--- src/rtl/fb_port_arbiter.sv ---
// Single-port frame buffer arbiter: write-priority grant between capture and readout ports.
// Optional read starvation guard enabled with FB_ARB_STARVE_GUARD_EN.
module fb_port_arbiter #(
    parameter int ADDR_MAX     = 19199,
    parameter int STARVE_LIMIT = 4
) (
    input  logic        clk_i,
    input  logic        rst_n_i,
    input  logic        wr_req_i,
    input  logic [14:0] wr_addr_i,
    input  logic [3:0]  wr_data_i,
    output logic        wr_gnt_o,
    input  logic        rd_req_i,
    input  logic [14:0] rd_addr_i,
    output logic        rd_gnt_o,
    output logic [3:0]  rd_data_o,
    output logic        rd_valid_o,
    output logic [14:0] ram_addr_o,
    output logic        ram_we_o,
    output logic [3:0]  ram_wdata_o,
    input  logic [3:0]  ram_rdata_i,
    output logic [15:0] oor_cnt_o
);

    localparam logic [14:0] ADDR_MAX_L = 15'(ADDR_MAX);

    typedef enum logic [1:0] {S_IDLE, S_WR, S_RD} state_t;

    state_t      state_reg, state_next;
    logic        gnt_en_reg;
    logic        gnt_en;
    logic        rd_force;
    logic        wr_oor, rd_oor, oor_hit;
    logic [14:0] ram_addr_reg;
    logic [3:0]  ram_wdata_reg;
    logic [15:0] oor_cnt_reg;
    logic [1:0]  rd_vld_reg, rd_oor_reg;
    logic [1:0]  rd_vld_next, rd_oor_next;

    // Grants stay off through the reset cycle and the first cycle after it.
    assign gnt_en = rst_n_i & gnt_en_reg;
    assign wr_oor = (wr_addr_i > ADDR_MAX_L);
    assign rd_oor = (rd_addr_i > ADDR_MAX_L);

`ifdef FB_ARB_STARVE_GUARD_EN
    localparam int CW = $clog2(STARVE_LIMIT + 2);
    logic [CW-1:0] starve_reg, starve_next;

    assign rd_force = (starve_reg == CW'(STARVE_LIMIT));

    always_comb begin
        starve_next = starve_reg;
        if (!rd_req_i || rd_gnt_o)
            starve_next = '0;
        else if (starve_reg != CW'(STARVE_LIMIT))
            starve_next = starve_reg + 1'b1;
    end

    always_ff @(posedge clk_i) begin
        if (!rst_n_i)
            starve_reg <= '0;
        else
            starve_reg <= starve_next;
    end
`else
    assign rd_force = 1'b0;
`endif

    assign wr_gnt_o = gnt_en & wr_req_i & ~(rd_force & rd_req_i);
    assign rd_gnt_o = gnt_en & rd_req_i & (~wr_req_i | rd_force);
    assign oor_hit  = (wr_gnt_o & wr_oor) | (rd_gnt_o & rd_oor);

    always_ff @(posedge clk_i) begin
        if (!rst_n_i)
            state_reg <= S_IDLE;
        else
            state_reg <= state_next;
    end

    // Out-of-range accesses are granted but park the port in idle.
    always_comb begin
        state_next = S_IDLE;
        if (wr_gnt_o && !wr_oor)
            state_next = S_WR;
        else if (rd_gnt_o && !rd_oor)
            state_next = S_RD;
    end

    always_comb begin
        ram_we_o = (state_reg == S_WR);
    end

    always_ff @(posedge clk_i) begin
        if (!rst_n_i) begin
            gnt_en_reg    <= 1'b0;
            ram_addr_reg  <= '0;
            ram_wdata_reg <= '0;
            oor_cnt_reg   <= '0;
        end else begin
            gnt_en_reg <= 1'b1;
            if (wr_gnt_o && !wr_oor) begin
                ram_addr_reg  <= wr_addr_i;
                ram_wdata_reg <= wr_data_i;
            end else if (rd_gnt_o && !rd_oor) begin
                ram_addr_reg <= rd_addr_i;
            end
            if (oor_hit && (oor_cnt_reg != 16'hFFFF))
                oor_cnt_reg <= oor_cnt_reg + 16'd1;
        end
    end

    // Two-stage read return pipe: address goes out at n+1, RAM data lands at n+2.
    assign rd_vld_next = {rd_vld_reg[0], rd_gnt_o};
    assign rd_oor_next = {rd_oor_reg[0], rd_gnt_o & rd_oor};

    generate
        for (genvar gi = 0; gi < 2; gi++) begin : g_rd_pipe
            always_ff @(posedge clk_i) begin
                if (!rst_n_i) begin
                    rd_vld_reg[gi] <= 1'b0;
                    rd_oor_reg[gi] <= 1'b0;
                end else begin
                    rd_vld_reg[gi] <= rd_vld_next[gi];
                    rd_oor_reg[gi] <= rd_oor_next[gi];
                end
            end
        end
    endgenerate

    assign rd_valid_o  = rd_vld_reg[1];
    assign rd_data_o   = (rd_vld_reg[1] && !rd_oor_reg[1]) ? ram_rdata_i : 4'h0;
    assign ram_addr_o  = ram_addr_reg;
    assign ram_wdata_o = ram_wdata_reg;
    assign oor_cnt_o   = oor_cnt_reg;

endmodule

--- config.mk ---
export PLATFORM = sky130hd
export DESIGN_NAME = fb_port_arbiter
export DESIGN_NICKNAME = d
export VERILOG_FILES = /design/src/rtl/fb_port_arbiter.sv
export SDC_FILE = /design/constraint.sdc
export NUM_CORES = 1
export LEC_CHECK = 0
export CAP_MARGIN = 10
export CORE_MARGIN = 1
export CORE_UTILIZATION = 41
export CTS_CLUSTER_SIZE = 12
export DETAILED_ROUTE_END_ITERATION = 7
export GPL_ROUTABILITY_DRIVEN = 0
export HOLD_SLACK_MARGIN = 0.08
export PLACE_DENSITY = 0.77
export SKIP_CTS_REPAIR_TIMING = 1
export SYNTH_ARGS = -nofsm -noshare
export SYNTH_HDL_FRONTEND = slang
export SYNTH_SLANG_ARGS = --single-unit
--- constraint.sdc ---
create_clock -name clk_i -period 2.7 [get_ports clk_i]
set_clock_uncertainty 0.1 [all_clocks]
set_input_delay 0.54 -clock clk_i [delete_from_list [all_inputs] [get_ports clk_i]]
set_output_delay 0.54 -clock clk_i [all_outputs]
set_load 0.05 [all_outputs]
==> results of run 1 <==
## cell usage after synthesis (all sizes together)
cell     count  area [sq um]
o31a         2          17.5
o21a         2          15.0
o31ai        6          45.0
buf          3          17.5
nor2         6          22.5
clkbuf       7          26.3
nor4         4          31.3
or4          3          22.5
nand2b       2          12.5
and2         7          43.8
ha           1          12.5
o2bb2ai      1          15.0
o2111ai      1          8.76
a211oi       3          35.0
or3          3          18.8
a21oi       23           115
or2          1          6.26
nand3       12          60.1
a21o         1          7.51
nand4        3          18.8
xor2         1          8.76
and3         1          6.26
dfxtp       42           841
nor2b        2          12.5
nand4b       1          15.0
clkinv       1          3.75
inv          8          30.0
xnor2        1          8.76
mux2i       19           190
nand2       17          63.8
o21ai       19          98.9
o211ai       4          30.0
## worst min-delay path by stage
stage                              start       endpoint  slack (ps)  depth (start not counted)
after floorplan           rd_oor_next[1]  rd_oor_reg[1]         310                          1
after global placement    rd_vld_next[1]     rd_valid_o         310                          1
after detailed placement  rd_oor_next[1]  rd_oor_reg[1]         320                          1
after CTS                 rd_oor_next[1]  rd_oor_reg[1]         340                          1
after global routing      rd_oor_next[1]  rd_oor_reg[1]         350                          1
final                     rd_oor_next[1]  rd_oor_reg[1]         340                          1
## report_power, final
group	internal [W]	total (W)	leakage, nW	switching (W)
combinational	0.000105	0.000218	0.780	0.000113
sequential	0.000636	0.000644	0.341	0.00000852
clock	0.000206	0.000409	0.0482	0.000203
total	0.000947	0.00127	1.17	0.000325
## per-stage QoR
stage          hold slack, ps  utilization
2_1_floorplan             312            -
3_3_place_gp              315        0.641
3_5_place_dp              322        0.641
4_1_cts                   340        0.662
5_1_grt                   354        0.662
6_report                  337        0.662
## logic make-up after synthesis
family / Yosys count
AO/OA/AOI/OAI: 62
XOR/XNOR: 2
adder cells (fa/ha/maj): 1
buffers and inverters: 19
flip-flops: 42
multiplexers: 19
AND/OR/NAND/NOR: 62
## per-layer routing
| layer | vias to the layer above | global-route usage | share of wire |
|---|---|---|---|
| met2 | 56 | 0.309 | 0.47 |
| li1 | 933 | - | - |
| met5 | - | 0 | 0 |
| met1 | 805 | 0.252 | 0.47 |
| met3 | 2 | 0.0538 | 0.055 |
| met4 | 0 | 0.0612 | 0.0075 |
## worst max-delay path, delay by kind of cell
family / cells / cell delay, ps
AOI/OAI and AO/OA: 3 / 1010
buffers and inverters: 2 / 660
muxes: 1 / 190
and+or+nand+nor: 1 / 50
## cell type report
| cell class | instances | area, sq um |
|---|---|---|
| Multi-Input combinational cell | 146 | 942 |
| Sequential cell | 42 | 841 |
| Inverter | 9 | 33.8 |
| Fill cell | 365 | 1470 |
| Tap cell | 52 | 65.1 |
| Timing Repair Buffer | 92 | 911 |
| Clock buffer | 7 | 86.3 |
| Clock inverter | 1 | 5.00 |
==> metrics, run 1 <==
status=finished, final reports clean; RSZ-0062 raised after global routing=false; initial antenna violation count=0; number of H-tree levels=2; post-synthesis mux area share=0.102; Synth Area in Compound Gates=0.208; post-synth cell types=36; commonest cells after routing, fill and taps aside=78 x clkdlybuf4s50_1, 42 x dfxtp_1, 23 x a21oi_1; R2R Path Start=oor_cnt_o[0]; Die Wd=69.4 um; power per cell area=441 mW/mm^2; Critical Path Source Type=primary input; Inserted Clock Buffers=5; critical path startpoint=wr_addr_i[10]; max incr delay on CP=450 ps; die area=0.00481 sq mm; via count=1796; syn_nets=250; reg2reg end=oor_cnt_o[1]; first-pass GRT wire length=7.53 mm; final cell count without fillers=349; most common cell after layout, fill and taps aside=clkdlybuf4s50_1; CP cell instances=clkdlybuf4s50_1 > a211oi_1 > a21oi_1 > o2bb2ai_2 > buf_4 > mux2i_1 > nor2_1; clock sinks=42; antenna viol nets, final=0; Slowest cell on crit path=a211oi_1; Syn Std Cell Area=0.00186 sq mm; max reg flops=16; crit path max fanout=12; DR DRC count=0; number of global-route vias before repair=1621; MaxCap Viol Count=0; Diodes inserted=0; Clock Latency Late Sink=290 ps; fin. max-slew vios=0; Root Driver=clkbuf_8; power after layout=0.00127 W; drt total wl=4.55 mm; Final Worst Setup Slack=335 ps; Synth-to-Final Area Change=55.0%; Synth Area in Adders=0.00672; HPWL after DPL=3.44 mm; core area=0.00435 sq mm; Worst Max-Slew Pin Slew=519 ps; Leakage Power=1.17 nW; initial core utilization=0.427; largest family of logic cells by synthesized area=compound AO/OA/AOI/OAI gates; DRT iter0 DRCs=62; endpoints failing hold=0; chip height=69.4 um; Tot GR Track Use=0.193; Layout Nets=339; Top Ports=85; share of layout cells above drive strength 1=0.0909; WL per Instance=13.0 um; Initial DRT Pass Iterations=5; setup violators final=0; crit path to=oor_cnt_o[1]; placed inst area=0.00279 sq mm; R2R cell count=7; Synth Area in XOR/XNOR=0.00941; Synth Instances=207; R2R Setup Slk=630 ps; peak supply drop=0.268 mV; Cells after DPL=341; Slew headroom=0.653; via density per instance=5.15; final instance area=0.00288 sq mm; crit end category=register; largest net degree at the start of global routing=25; yosys synthesis warning count=0; Mean Syn Cell Area=8.99 sq um; Hold Crit Class=register to register; Yosys reg bits=42; Synth Area in Simple Gates=0.180; CTS tree=built; # rows=24; Place WS=60.6 ps; crit path kind=primary input to register; clk slew on worst S/H paths=80 ps; Crit path arrival time=2450 ps; Setup TNS Final=0 ps; clock buffer depth=2; grt ovf=0; crit share post-route=0.876; Min Clock Period, post-route=2370 ps; Critical Path RT=2780 ps; Seq/Total Area, Yosys=0.452; fmax=0.423 GHz; # port buffers=84
(Power assumes the default switching activity.)
==> run 2, diff against run 1 <==
==> constraint.sdc (replaced) <==
create_clock -name clk_i -period 2.45 [get_ports clk_i]
set_clock_uncertainty 0.1 [all_clocks]
set_input_delay 0.49 -clock clk_i [delete_from_list [all_inputs] [get_ports clk_i]]
set_output_delay 0.49 -clock clk_i [all_outputs]
set_load 0.05 [all_outputs]
==> metrics, run 2 (same netlist as run 1, synthesis figures left out) <==
chip height=69.4 um (unchanged); power after layout=0.00141 W (was 0.00127 W); initial core utilization=0.427 (unchanged); Min Clock Period, post-route=2250 ps; Crit path arrival time=2370 ps (was 2450 ps); initial antenna violation count=0 (unchanged); Slew headroom=0.626 (was 0.653); MaxCap Viol Count=0 (unchanged); placed inst area=0.00289 sq mm (was 0.00279 sq mm); Diodes inserted=0 (unchanged); clock buffer depth=2 (unchanged); Critical Path Source Type=primary input (unchanged); via count=1837 (was 1796); crit share post-route=0.916; Root Driver=clkbuf_8 (unchanged); DR DRC count=0 (unchanged); fin. max-slew vios=0 (unchanged); core area=0.00435 sq mm (unchanged); largest net degree at the start of global routing=34 (was 25); fmax=0.445 GHz; final instance area=0.00298 sq mm (was 0.00288 sq mm); # port buffers=84 (unchanged); Leakage Power=1.21 nW (was 1.17 nW); Synth-to-Final Area Change=60.3% (was 55.0%); first-pass GRT wire length=7.89 mm (was 7.53 mm); most common cell after layout, fill and taps aside=clkdlybuf4s50_1 (unchanged); Hold Crit Class=register to register (unchanged); Inserted Clock Buffers=5 (unchanged); Initial DRT Pass Iterations=4 (was 5); number of H-tree levels=2 (unchanged); commonest cells after routing, fill and taps aside=78 x clkdlybuf4s50_1, 42 x dfxtp_1, 23 x a21oi_1 (unchanged); # rows=24 (unchanged); Layout Nets=342 (was 339); Die Wd=69.4 um (unchanged); Worst Max-Slew Pin Slew=556 ps (was 519 ps); endpoints failing hold=0 (unchanged); Top Ports=85 (unchanged); share of layout cells above drive strength 1=0.100 (was 0.0909); power per cell area=474 mW/mm^2 (was 441 mW/mm^2); die area=0.00481 sq mm (unchanged); status=finished, final reports clean (unchanged); grt ovf=0 (unchanged); HPWL after DPL=3.51 mm (was 3.44 mm); antenna viol nets, final=0 (unchanged); CTS tree=built (unchanged); Critical Path RT=2570 ps (was 2780 ps); peak supply drop=0.351 mV (was 0.268 mV); crit path kind=primary input to register (unchanged); clock sinks=42 (unchanged); Filler Cell Count=339 (was 365); crit end category=register (unchanged); clk slew on worst S/H paths=80 ps (about the same); Clock Latency Late Sink=290 ps (about the same); RSZ-0062 raised after global routing=false (unchanged); Tot GR Track Use=0.201 (was 0.193); number of global-route vias before repair=1681 (was 1621); via density per instance=5.22 (was 5.15); crit path max fanout=12 (unchanged); max reg flops=16 (unchanged); WL per Instance=13.2 um (was 13.0 um); setup violators final=0 (unchanged); DRT iter0 DRCs=79 (was 62); drt total wl=4.64 mm (was 4.55 mm)
## run 2: changes by cell type in the layout (fill, tap and decap cells not counted)
cell / change
buf_4: -3
buf_12: +6
## run 2: area by class of cell
| cell class | count | area (sq um) | share of cell area |
|---|---|---|---|
| Sequential cell | 42 | 841 | 0.282 |
| Tap cell | 52 | 65.1 | 0.0218 |
| Timing Repair Buffer | 95 | 1010 | 0.338 |
| Inverter | 9 | 33.8 | 0.0113 |
| Clock buffer | 7 | 86.3 | 0.0290 |
| Clock inverter | 1 | 5.00 | 0.00168 |
| Multi-Input combinational cell | 146 | 942 | 0.316 |
## run 2: path summary, 6_finish.rpt
| path | slack [ps] | depth (start not counted) | startpoint | to |
|---|---|---|---|---|
| hold reg to reg | 340 | 1 | rd_vld_next[1] | rd_valid_o |
| setup reg to reg | 350 | 5 | oor_cnt_o[2] | oor_cnt_o[15] |
| hold / removal | 340 | 1 | rd_vld_next[1] | rd_valid_o |
| setup / recovery | 200 | 7 | rd_addr_i[11] | oor_cnt_o[8] |
## run 2: routing by layer
| layer | vias to the layer above | wire length [um] | track usage | part of all wire |
|---|---|---|---|---|
| met1 | 851 | 2120 | 0.267 | 0.46 |
| met2 | 53 | 2260 | 0.328 | 0.49 |
| met3 | 6 | 194 | 0.0436 | 0.042 |
| met4 | 0 | 55 | 0.0590 | 0.012 |
| met5 | - | 0 | 0 | 0 |
| li1 | 927 | - | - | - |
## run 2: metrics by stage
stage | util | TNS (ps) | cells | worst slack, ps | hold WS (ps)
finish | 0.685 | 0 | 352 | 205 | 337
detailed placement | 0.664 | -816 | 344 | -102 | 323
floorplan | - | 0 | 207 | 167 | 312
global route | 0.685 | 0 | 352 | 13.0 | 350
global placement | 0.664 | -283 | 344 | -63.1 | 315
CTS | 0.685 | 0 | 352 | 194 | 346
## run 2: critical path: stages
cell             delay (ps)
clkdlybuf4s50_1         500
a211oi_1                 90
buf_4                   150
a211oi_4                350
o2bb2ai_2               200
or4_1                   430
a21oi_1                 150
## run 2: power breakdown
part	internal (W)	switching, W
clock network	0.000227	0.000228
logic	0.000120	0.000126
registers	0.000701	0.00000972
